File: src/rtl/mem_arbiter_if.sv
// Bundle of the instruction port, data port and shared memory port seen by mem_arbiter.
// The slave modport is the arbiter's view; master is the pipeline/memory environment.
interface mem_arbiter_if #(
    parameter int ADDR_W = 32,
    parameter int DATA_W = 32
);
    logic                  imem_read_v_i;
    logic [ADDR_W-1:0]     imem_addr_i;
    logic                  imem_resp_v_o;
    logic [DATA_W-1:0]     imem_data_o;

    logic                  dmem_read_v_i;
    logic                  dmem_write_v_i;
    logic [ADDR_W-1:0]     dmem_addr_i;
    logic [DATA_W-1:0]     dmem_wdata_i;
    logic [DATA_W/8-1:0]   dmem_wmask_i;
    logic                  dmem_resp_v_o;
    logic [DATA_W-1:0]     dmem_rdata_o;

    logic                  mem_v_o;
    logic                  mem_we_o;
    logic [ADDR_W-1:0]     mem_addr_o;
    logic [DATA_W-1:0]     mem_wdata_o;
    logic [DATA_W/8-1:0]   mem_wmask_o;
    logic                  mem_ready_i;
    logic                  mem_resp_v_i;
    logic [DATA_W-1:0]     mem_rdata_i;

    modport slave (
        input  imem_read_v_i, imem_addr_i,
        output imem_resp_v_o, imem_data_o,
        input  dmem_read_v_i, dmem_write_v_i, dmem_addr_i, dmem_wdata_i, dmem_wmask_i,
        output dmem_resp_v_o, dmem_rdata_o,
        output mem_v_o, mem_we_o, mem_addr_o, mem_wdata_o, mem_wmask_o,
        input  mem_ready_i, mem_resp_v_i, mem_rdata_i
    );

    modport master (
        output imem_read_v_i, imem_addr_i,
        input  imem_resp_v_o, imem_data_o,
        output dmem_read_v_i, dmem_write_v_i, dmem_addr_i, dmem_wdata_i, dmem_wmask_i,
        input  dmem_resp_v_o, dmem_rdata_o,
        input  mem_v_o, mem_we_o, mem_addr_o, mem_wdata_o, mem_wmask_o,
        output mem_ready_i, mem_resp_v_i, mem_rdata_i
    );
endinterface

File: src/rtl/mem_arbiter.sv
// Two-port (instruction/data) arbiter onto a single memory with one transaction in flight.
// Define MEM_ARBITER_RR_EN for round-robin on contention; otherwise the data port always wins.
module mem_arbiter #(
    parameter int ADDR_W = 32,
    parameter int DATA_W = 32
) (
    input  logic            clk_i,
    input  logic            reset_i,
    mem_arbiter_if.slave    bus
);
    localparam int MASK_W = DATA_W / 8;

    typedef enum logic [1:0] {IDLE, ISSUE, WAIT} state_t;

    state_t              state;
    logic                owner;
    logic                imem_done;
    logic                dmem_done;
    logic                mem_v_q;
    logic                mem_we_q;
    logic [ADDR_W-1:0]   mem_addr_q;
    logic [DATA_W-1:0]   mem_wdata_q;
    logic [MASK_W-1:0]   mem_wmask_q;
    logic [DATA_W-1:0]   imem_data_q;
    logic [DATA_W-1:0]   dmem_rdata_q;

    logic                imem_req;
    logic                dmem_req;
    logic                imem_pend;
    logic                dmem_pend;
    logic                advance;
    logic                grant;
    logic                grant_dmem;
    logic                land;

    assign imem_req  = bus.imem_read_v_i;
    assign dmem_req  = bus.dmem_read_v_i || bus.dmem_write_v_i;
    assign imem_pend = imem_req && !imem_done;
    assign dmem_pend = dmem_req && !dmem_done;
    assign advance   = (!imem_req || imem_done) && (!dmem_req || dmem_done);
    assign grant     = (state == IDLE) && (imem_pend || dmem_pend) && !reset_i;
    assign land      = (state == WAIT) && bus.mem_resp_v_i && !reset_i;

`ifdef MEM_ARBITER_RR_EN
    // Remembers the winner of the last contested grant, so back-to-back contested rounds alternate.
    logic rr_dmem_next;
    assign grant_dmem = dmem_pend && (!imem_pend || rr_dmem_next);
`else
    assign grant_dmem = dmem_pend;
`endif

    always_ff @(posedge clk_i) begin
        if (reset_i) begin
            state     <= IDLE;
            owner     <= 1'b0;
            imem_done <= 1'b0;
            dmem_done <= 1'b0;
            mem_v_q   <= 1'b0;
            mem_we_q  <= 1'b0;
`ifdef MEM_ARBITER_RR_EN
            rr_dmem_next <= 1'b0;
`endif
        end else begin
            if (advance || !imem_req) imem_done <= 1'b0;
            if (advance || !dmem_req) dmem_done <= 1'b0;
            case (state)
                IDLE: begin
                    if (imem_pend || dmem_pend) begin
                        owner    <= grant_dmem;
                        mem_v_q  <= 1'b1;
                        mem_we_q <= grant_dmem && bus.dmem_write_v_i;
                        state    <= ISSUE;
`ifdef MEM_ARBITER_RR_EN
                        if (imem_pend && dmem_pend) rr_dmem_next <= !grant_dmem;
`endif
                    end
                end
                ISSUE: begin
                    if (bus.mem_ready_i) begin
                        mem_v_q <= 1'b0;
                        state   <= WAIT;
                    end
                end
                WAIT: begin
                    // A completion set here wins over any clear requested above in the same cycle.
                    if (bus.mem_resp_v_i) begin
                        if (owner) dmem_done <= 1'b1;
                        else       imem_done <= 1'b1;
                        state <= IDLE;
                    end
                end
                default: state <= IDLE;
            endcase
        end
    end

    // Request fields and holding registers are data only and carry no reset.
    always_ff @(posedge clk_i) begin
        if (grant) begin
            mem_addr_q  <= grant_dmem ? bus.dmem_addr_i : bus.imem_addr_i;
            mem_wdata_q <= bus.dmem_wdata_i;
            mem_wmask_q <= grant_dmem ? bus.dmem_wmask_i : '0;
        end
        if (land) begin
            if (!owner)         imem_data_q  <= bus.mem_rdata_i;
            else if (!mem_we_q) dmem_rdata_q <= bus.mem_rdata_i;
        end
    end

    assign bus.mem_v_o       = mem_v_q;
    assign bus.mem_we_o      = mem_we_q;
    assign bus.mem_addr_o    = mem_addr_q;
    assign bus.mem_wdata_o   = mem_wdata_q;
    assign bus.mem_wmask_o   = mem_wmask_q;
    assign bus.imem_resp_v_o = imem_done;
    assign bus.imem_data_o   = imem_data_q;
    assign bus.dmem_resp_v_o = dmem_done;
    assign bus.dmem_rdata_o  = dmem_rdata_q;
endmodule

File: src/flat_wrapper.sv
// flat-port wrapper written by rule: the top's interface ports become plain ports
module mem_arbiter_flat 
#(
    parameter int ADDR_W = 32,
    parameter int DATA_W = 32
)
  (clk_i, reset_i, bus_imem_read_v_i, bus_imem_addr_i, bus_imem_resp_v_o, bus_imem_data_o, bus_dmem_read_v_i, bus_dmem_write_v_i, bus_dmem_addr_i, bus_dmem_wdata_i, bus_dmem_wmask_i, bus_dmem_resp_v_o, bus_dmem_rdata_o, bus_mem_v_o, bus_mem_we_o, bus_mem_addr_o, bus_mem_wdata_o, bus_mem_wmask_o, bus_mem_ready_i, bus_mem_resp_v_i, bus_mem_rdata_i);
  mem_arbiter_if #(.ADDR_W(ADDR_W), .DATA_W(DATA_W)) bus_i ();
  input  logic clk_i;
  input  logic reset_i;
  input wire logic [$bits(bus_i.imem_read_v_i)-1:0] bus_imem_read_v_i;
  input wire logic [$bits(bus_i.imem_addr_i)-1:0] bus_imem_addr_i;
  output wire logic [$bits(bus_i.imem_resp_v_o)-1:0] bus_imem_resp_v_o;
  output wire logic [$bits(bus_i.imem_data_o)-1:0] bus_imem_data_o;
  input wire logic [$bits(bus_i.dmem_read_v_i)-1:0] bus_dmem_read_v_i;
  input wire logic [$bits(bus_i.dmem_write_v_i)-1:0] bus_dmem_write_v_i;
  input wire logic [$bits(bus_i.dmem_addr_i)-1:0] bus_dmem_addr_i;
  input wire logic [$bits(bus_i.dmem_wdata_i)-1:0] bus_dmem_wdata_i;
  input wire logic [$bits(bus_i.dmem_wmask_i)-1:0] bus_dmem_wmask_i;
  output wire logic [$bits(bus_i.dmem_resp_v_o)-1:0] bus_dmem_resp_v_o;
  output wire logic [$bits(bus_i.dmem_rdata_o)-1:0] bus_dmem_rdata_o;
  output wire logic [$bits(bus_i.mem_v_o)-1:0] bus_mem_v_o;
  output wire logic [$bits(bus_i.mem_we_o)-1:0] bus_mem_we_o;
  output wire logic [$bits(bus_i.mem_addr_o)-1:0] bus_mem_addr_o;
  output wire logic [$bits(bus_i.mem_wdata_o)-1:0] bus_mem_wdata_o;
  output wire logic [$bits(bus_i.mem_wmask_o)-1:0] bus_mem_wmask_o;
  input wire logic [$bits(bus_i.mem_ready_i)-1:0] bus_mem_ready_i;
  input wire logic [$bits(bus_i.mem_resp_v_i)-1:0] bus_mem_resp_v_i;
  input wire logic [$bits(bus_i.mem_rdata_i)-1:0] bus_mem_rdata_i;
  assign bus_i.imem_read_v_i = bus_imem_read_v_i;
  assign bus_i.imem_addr_i = bus_imem_addr_i;
  assign bus_imem_resp_v_o = bus_i.imem_resp_v_o;
  assign bus_imem_data_o = bus_i.imem_data_o;
  assign bus_i.dmem_read_v_i = bus_dmem_read_v_i;
  assign bus_i.dmem_write_v_i = bus_dmem_write_v_i;
  assign bus_i.dmem_addr_i = bus_dmem_addr_i;
  assign bus_i.dmem_wdata_i = bus_dmem_wdata_i;
  assign bus_i.dmem_wmask_i = bus_dmem_wmask_i;
  assign bus_dmem_resp_v_o = bus_i.dmem_resp_v_o;
  assign bus_dmem_rdata_o = bus_i.dmem_rdata_o;
  assign bus_mem_v_o = bus_i.mem_v_o;
  assign bus_mem_we_o = bus_i.mem_we_o;
  assign bus_mem_addr_o = bus_i.mem_addr_o;
  assign bus_mem_wdata_o = bus_i.mem_wdata_o;
  assign bus_mem_wmask_o = bus_i.mem_wmask_o;
  assign bus_i.mem_ready_i = bus_mem_ready_i;
  assign bus_i.mem_resp_v_i = bus_mem_resp_v_i;
  assign bus_i.mem_rdata_i = bus_mem_rdata_i;
  mem_arbiter #(.ADDR_W(ADDR_W), .DATA_W(DATA_W)) u_core (.clk_i(clk_i), .reset_i(reset_i), .bus(bus_i));
endmodule
File: config.mk
export PLATFORM = sky130hd
export DESIGN_NAME = mem_arbiter_flat
export DESIGN_NICKNAME = d
export VERILOG_FILES = /design/src/rtl/mem_arbiter_if.sv /design/src/rtl/mem_arbiter.sv /design/src/flat_wrapper.sv
export SDC_FILE = /design/constraint.sdc
export NUM_CORES = 1
export LEC_CHECK = 0
export ABC_AREA = 1
export BUFFER_PORTS_ARGS = -buffer_cell sky130_fd_sc_hd__buf_2
export CAP_MARGIN = 20
export CELL_PAD_IN_SITES_DETAIL_PLACEMENT = 1
export CELL_PAD_IN_SITES_GLOBAL_PLACEMENT = 1
export CORE_MARGIN = 2
export CORE_UTILIZATION = 33
export DETAILED_ROUTE_END_ITERATION = 16
export GPL_TIMING_DRIVEN = 0
export PLACE_DENSITY = 0.76
export SYNTH_ARGS = -nofsm -noshare
export SYNTH_HDL_FRONTEND = slang
export SYNTH_SLANG_ARGS = --single-unit
File: constraint.sdc
create_clock -name clk_i -period 5.2 [get_ports clk_i]
set_input_delay 0.52 -clock clk_i [delete_from_list [all_inputs] [get_ports clk_i]]
set_output_delay 0.52 -clock clk_i [all_outputs]
set_load 0.01 [all_outputs]
======== Word-level counts from Yosys, hierarchy flattened ========
Cells that the tools add are included.
storage, ports and cells
  logic and storage cells ................. 60
  output and inout port bits .............. 136
  input bits .............................. 139
  bits in registers ....................... 139
cells by class
  bitwise operators ....................... 2
  equality and inequality tests ........... 5
  muxes and demuxes ....................... 16
  reduce and logical (&&, ||, !) cells .... 26
operators by type and width
  kind                                                                    count
  32-bit two-way mux                                                      1
  1-bit two-way mux                                                       10
  3-bit AND reduction                                                     3
  1-bit logical AND                                                       8
  1-bit logical OR                                                        6
  2-bit two-way mux                                                       3
  2-bit inequality test (second input constant)                           3
  2-bit case mux with 3 select lines                                      1
  1-bit logical NOT                                                       5
  2-bit AND reduction                                                     2
  2-bit by 1-bit equality test with 1-bit output (second input constant)  1
  2-bit equality test (second input constant)                             1
  2-bit logical NOT                                                       1
  1-bit NOT                                                               2
  1-bit case mux with 2 select lines                                      1
  2-bit nonzero test                                                      1

======== Longest topological paths before layout ========
  depth in word-level cells ............... 9
  gate-level depth with buffers ........... 6
  mapped depth without buffers ............ 6

======== Worst setup path after synthesis ========
Ideal clock, no wire load.
  path kind ............................... input to register
  start ................................... input port bus_imem_read_v_i
  end ..................................... register u_core.mem_addr_q[0] (netlist: u_core.bus.mem_addr_o[0]), enable pin
  buffers on the path ..................... 0
  setup time .............................. 0.495 ns
  stages .................................. 6
  path slack .............................. 0.979 ns
  arrival time ............................ 3.726 ns
  path through ............................ inv_1 -> nor2_1 -> nand2_1 -> nand2_1 -> inv_1 -> nor2_1
on the way
  longest elaborated chain between the ends .. 4
RTL lines
  item                             RTL line            source
  start: declaration               flat_wrapper.sv:11  input wire logic [$bits(bus_i.imem_read_v_i)-1:0] bus_imem_read_v_i;
  1-bit logical AND                mem_arbiter.sv:38   assign imem_pend = imem_req && !imem_done;
  1-bit logical OR                 mem_arbiter.sv:41   assign grant = (state == IDLE) && (imem_pend || dmem_pend) && !reset_i;
  1-bit logical AND (2 in series)  mem_arbiter.sv:41
  net u_core.grant                 mem_arbiter.sv:32   logic grant;
  end signal: assignment           mem_arbiter.sv:100  mem_addr_q <= grant_dmem ? bus.dmem_addr_i : bus.imem_addr_i;
  end: declaration                 mem_arbiter.sv:21   logic [ADDR_W-1:0] mem_addr_q;
The timed path passes the listed nets, and every way through them passes these cells.
A chain may end at the register's enable or synchronous reset.

======== Final worst setup path ========
  start ................................... register u_core.state[1]
  end ..................................... register u_core.dmem_rdata_q[18] (netlist: u_core.bus.dmem_rdata_o[18]), enable pin
on the way
  longest elaborated chain between the ends .. 4
RTL lines
  item                             RTL line            source
  start: declaration               mem_arbiter.sv:15   state_t state;
  start signal: assignment         mem_arbiter.sv:54   state <= IDLE;
  start signal: assignment         mem_arbiter.sv:72   state <= ISSUE;
  start signal: assignment         mem_arbiter.sv:81   state <= WAIT;
  2-bit equality test              mem_arbiter.sv:42   assign land = (state == WAIT) && bus.mem_resp_v_i && !reset_i;
  1-bit logical AND (2 in series)  mem_arbiter.sv:42
  3-bit AND reduction (no line)    -
  end signal: assignment           mem_arbiter.sv:106  else if (!mem_we_q) dmem_rdata_q <= bus.mem_rdata_i;
  end: declaration                 mem_arbiter.sv:25   logic [DATA_W-1:0] dmem_rdata_q;
Every way passes these cells.

==> impl_metrics.sql <==
INSERT INTO impl_metrics (metric_group, metric, value, unit) VALUES
('critical_path', 'critical_path_startpoint_category', 'flip-flop', ''),
('layout', 'final_common_cell', 'buf_2', ''),
('layout', 'layout_common_cells', 'buf_2 (274), edfxtp_1 (132), nand2_1 (102), clkbuf_16 (17), inv_1 (12)', ''),
('timing', 'final_count_of_pins_violating_max_slew', '0', ''),
('synthesis', 'ys.warnings.count', '0', ''),
('floorplanning', 'die_area', '15430', 'um^2'),
('layout', 'total_inserted_antenna_cells', '0', ''),
('global_route', 'antenna_found_initial', '0', ''),
('synthesis', 'synthDistinctLibCells', '22', ''),
('global_route', 'grt_first_pass_wirelength', '21620', 'um'),
('synthesis', 'synthesis.nets', '430', ''),
('global_route', 'number_of_global_route_vias_before_repair', '3649', ''),
('floorplanning', 'initial_utilization', '34.11', '%'),
('timing', 'setup_tns', '0', 'ps'),
('clock_network', 'cts.repair.resized', '0', ''),
('critical_path', 'worstSetupEndpointType', 'flip-flop', ''),
('routing', 'antenna_left', '0', ''),
('pwr', 'power_per_cell_area', '392.1', 'nW/um^2'),
('clock_network', 'h_tree_depth', '4', ''),
('synthesis', 'ys.flop_type', 'edfxtp_1', ''),
('timing', 'skew', '8.087', 'ps'),
('timing', 'setup_viol', '0', ''),
('routing', 'postRouteWirelength', '14210', 'um'),
('place', 'dp_cells', '747', ''),
('place', 'placed_cell_area', '6451', 'um^2'),
('routing', 'vias_per_inst', '4.442', ''),
('layout', 'regArea', '4104', 'um^2'),
('synthesis', 'synth.ff_latch_count', '139', ''),
('layout', 'post_synthesis_to_final_layout_area_growth', '47.94', '%'),
('timing', 'grt_setup_unrepaired', 'false', ''),
('critical_path', 'timing.critical_path.required', '5310', 'ps'),
('timing', 'worst_pin_slew', '944.0', 'ps'),
('place', 'buffer_ports.inserted', '273', ''),
('run_status', 'run_status', 'finished clean', ''),
('timing', 'maxClockFrequency', '0.4811', 'GHz'),
('flow_run', 'max_cap_violations', '0', ''),
('clock_network', 'worstSkewPairLatency', '410', 'ps'),
('floorplanning', 'rows', '43', ''),
('pwr', 'cellLeakagePower', '3.131', 'nW'),
('floorplanning', 'top_level_ports', '275', ''),
('routing', 'wl_per_cell', '18.24', 'um'),
('global_route', 'globalRouteOverflowTotal', '0', ''),
('global_route', 'grt_start_max_net_pins', '36', ''),
('clock_network', 'post-cts-setup-buffer-count', '0', ''),
('routing', 'route.vias.total', '3460', ''),
('place', 'globalplace.congestion', '0.7909', ''),
('floorplanning', 'die_w', '124.2', 'um'),
('place', 'detailed_place_hpwl', '11240', 'um'),
('synthesis', 'synth_enable_flop_cells', '132', ''),
('timing', 'period_share', '39.97', '%'),
('routing', 'post-route-drc-count', '0', ''),
('synthesis', 'post_synth_inst_count', '291', ''),
('clock_network', 'clock_sink_count', '139', ''),
('pwr', 'power.ir.vdd_worst', '0.0002058', 'V'),
('clock_network', 'cts_hold_buf', '0', ''),
('routing', 'detail_route.iter0.violations', '211', ''),
('clock_network', 'cts_buffers', '17', ''),
('pwr', 'post-layout-total-power', '2.768', 'mW'),
('routing', 'dr.pass1.iters', '4', ''),
('clock_network', 'tritoncts', 'yes', ''),
('synthesis', 'synthArstFlopShare', '0', '%'),
('layout', 'multi_input_area', '574.3', 'um^2'),
('critical_path', 'critical_path_at', '2190', 'ps'),
('timing', 'slew_headroom', '36.92', '%'),
('synthesis', 'synthesis.area', '4771', 'um^2'),
('layout', 'final_std_cells_w_o_fill', '779', ''),
('layout', 'drive_gt1_share', '53.76', '%'),
('clock_network', 'clk_root_buffer_cell', 'clkbuf_16', ''),
('critical_path', 'crit_path_max_fanout', '18', ''),
('layout', 'final.fill_count', '1485', ''),
('clock_network', 'path_clk_slew', '60', 'ps'),
('timing', 'final_period_minus_worst_setup_slack', '2079', 'ps'),
('synthesis', 'avgSynthCellArea', '16.39', 'um^2'),
('global_route', 'gr-usage-all-layers', '18.59', '%'),
('synthesis', 'ys_seq_area_share', '86.02', '%'),
('floorplanning', 'coreArea', '13990', 'um^2'),
('timing', 'final_report_hold_violation_count', '0', ''),
('layout', 'post-route-cell-area', '7058', 'um^2'),
('clock_network', 'maximum_clock_insertion_buffer_count', '2', ''),
('min_path', 'hold_class', 'primary input to flip-flop', ''),
('layout', 'total_nets_final', '725', ''),
('floorplanning', 'die_height', '124.2', 'um'),
('critical_path', 'timing_worst_setup_path_type', 'flip-flop to flip-flop', '');
[final timing paths]
kind | start | end | slack, ps | cells after the start
worst max-delay path | u_core.state[1]$_SDFFE_PP0P_ | u_core.bus.dmem_rdata_o[18]$_DFFE_PP_ | 3120 | 5
worst min-delay path | bus_dmem_wdata_i[23] | u_core.bus.mem_wdata_o[23]$_DFFE_PP_ | 280 | 1
worst max register to register | u_core.state[1]$_SDFFE_PP0P_ | u_core.bus.dmem_rdata_o[18]$_DFFE_PP_ | 3120 | 5
worst min register to register | u_core.bus.mem_v_o$_SDFFE_PP0P_ | u_core.bus.mem_v_o$_SDFFE_PP0P_ | 480 | 2
[power breakdown]
part           leakage [nW]  switching (mW)  internal (mW)  total, mW
Combinational          1.56           0.131         0.0925      0.224
Clock                 0.290           0.438          0.797       1.23
Sequential             1.28          0.0175           1.29       1.31
Total                  3.13           0.587           2.18       2.77
[synth_stat cells, types with 2 or more instances]
cell type / n / area, um^2
nor2_1: 8 / 30.03
buf_6: 3 / 33.78
edfxtp_1: 132 / 3964
inv_1: 12 / 45.04
inv_2: 2 / 7.510
nand3_1: 5 / 25.02
a21oi_1: 4 / 20.02
dfxtp_1: 7 / 140.1
nor3_2: 2 / 20.02
buf_4: 3 / 22.52
nand2_1: 102 / 382.9
[layout make-up]
cell class	count	area share [%]
flip-flops and latches	139	58.15
repair buffers	276	20.32
multi-input cells	131	8.137
clock buffers	19	6.134
well taps	180	3.191
clock inverters	13	2.464
plain buffers	7	0.8686
inverters	14	0.7445
[per-layer routing]
metal	track usage [%]	up-vias	wire, um
met1	19.78	1651	5197
met5	0	-	0
met2	33.69	177	7638
met4	7.072	0	311
met3	6.540	19	1059
li1	-	1613	-
[sequential cells by signal, indices dropped and copies added, names as in the netlist]
name                      flops
u_core.bus.dmem_rdata_o      32
u_core.bus.dmem_resp_v_o      1
u_core.bus.imem_data_o       32
u_core.bus.imem_resp_v_o      1
u_core.bus.mem_addr_o        32
u_core.bus.mem_v_o            1
u_core.bus.mem_wdata_o       32
u_core.bus.mem_we_o           1
u_core.bus.mem_wmask_o        4
u_core.owner                  1
u_core.state                  2
[worst max-delay path, stage by stage, from the launching register on]
cell and delay [ps]:
dfxtp_1 420, inv_2 60, nor3_2 200, nand2_1 140, nor3_4 700, buf_16 240
[metrics by stage]
stage / utilization, % / hold WS, ps / setup WS (ps)
floorplan: - / 452.8 / 979.0
global placement: 45.48 / 462.7 / -566.5
detailed placement: 46.12 / 468.3 / 2967
CTS: 50.46 / 262.1 / 3094
global route: 50.46 / 261.9 / 2970
finish: 50.46 / 281.8 / 3121
[cells by family after synthesis]
family,Yosys count,share of synthesized area [%]
AO/OA/AOI/OAI,7,0.8129
buffers and inverters,21,2.386
flip-flops,139,86.02
AND/OR/NAND/NOR,124,10.78
Power figures use the tool's default switching activity.
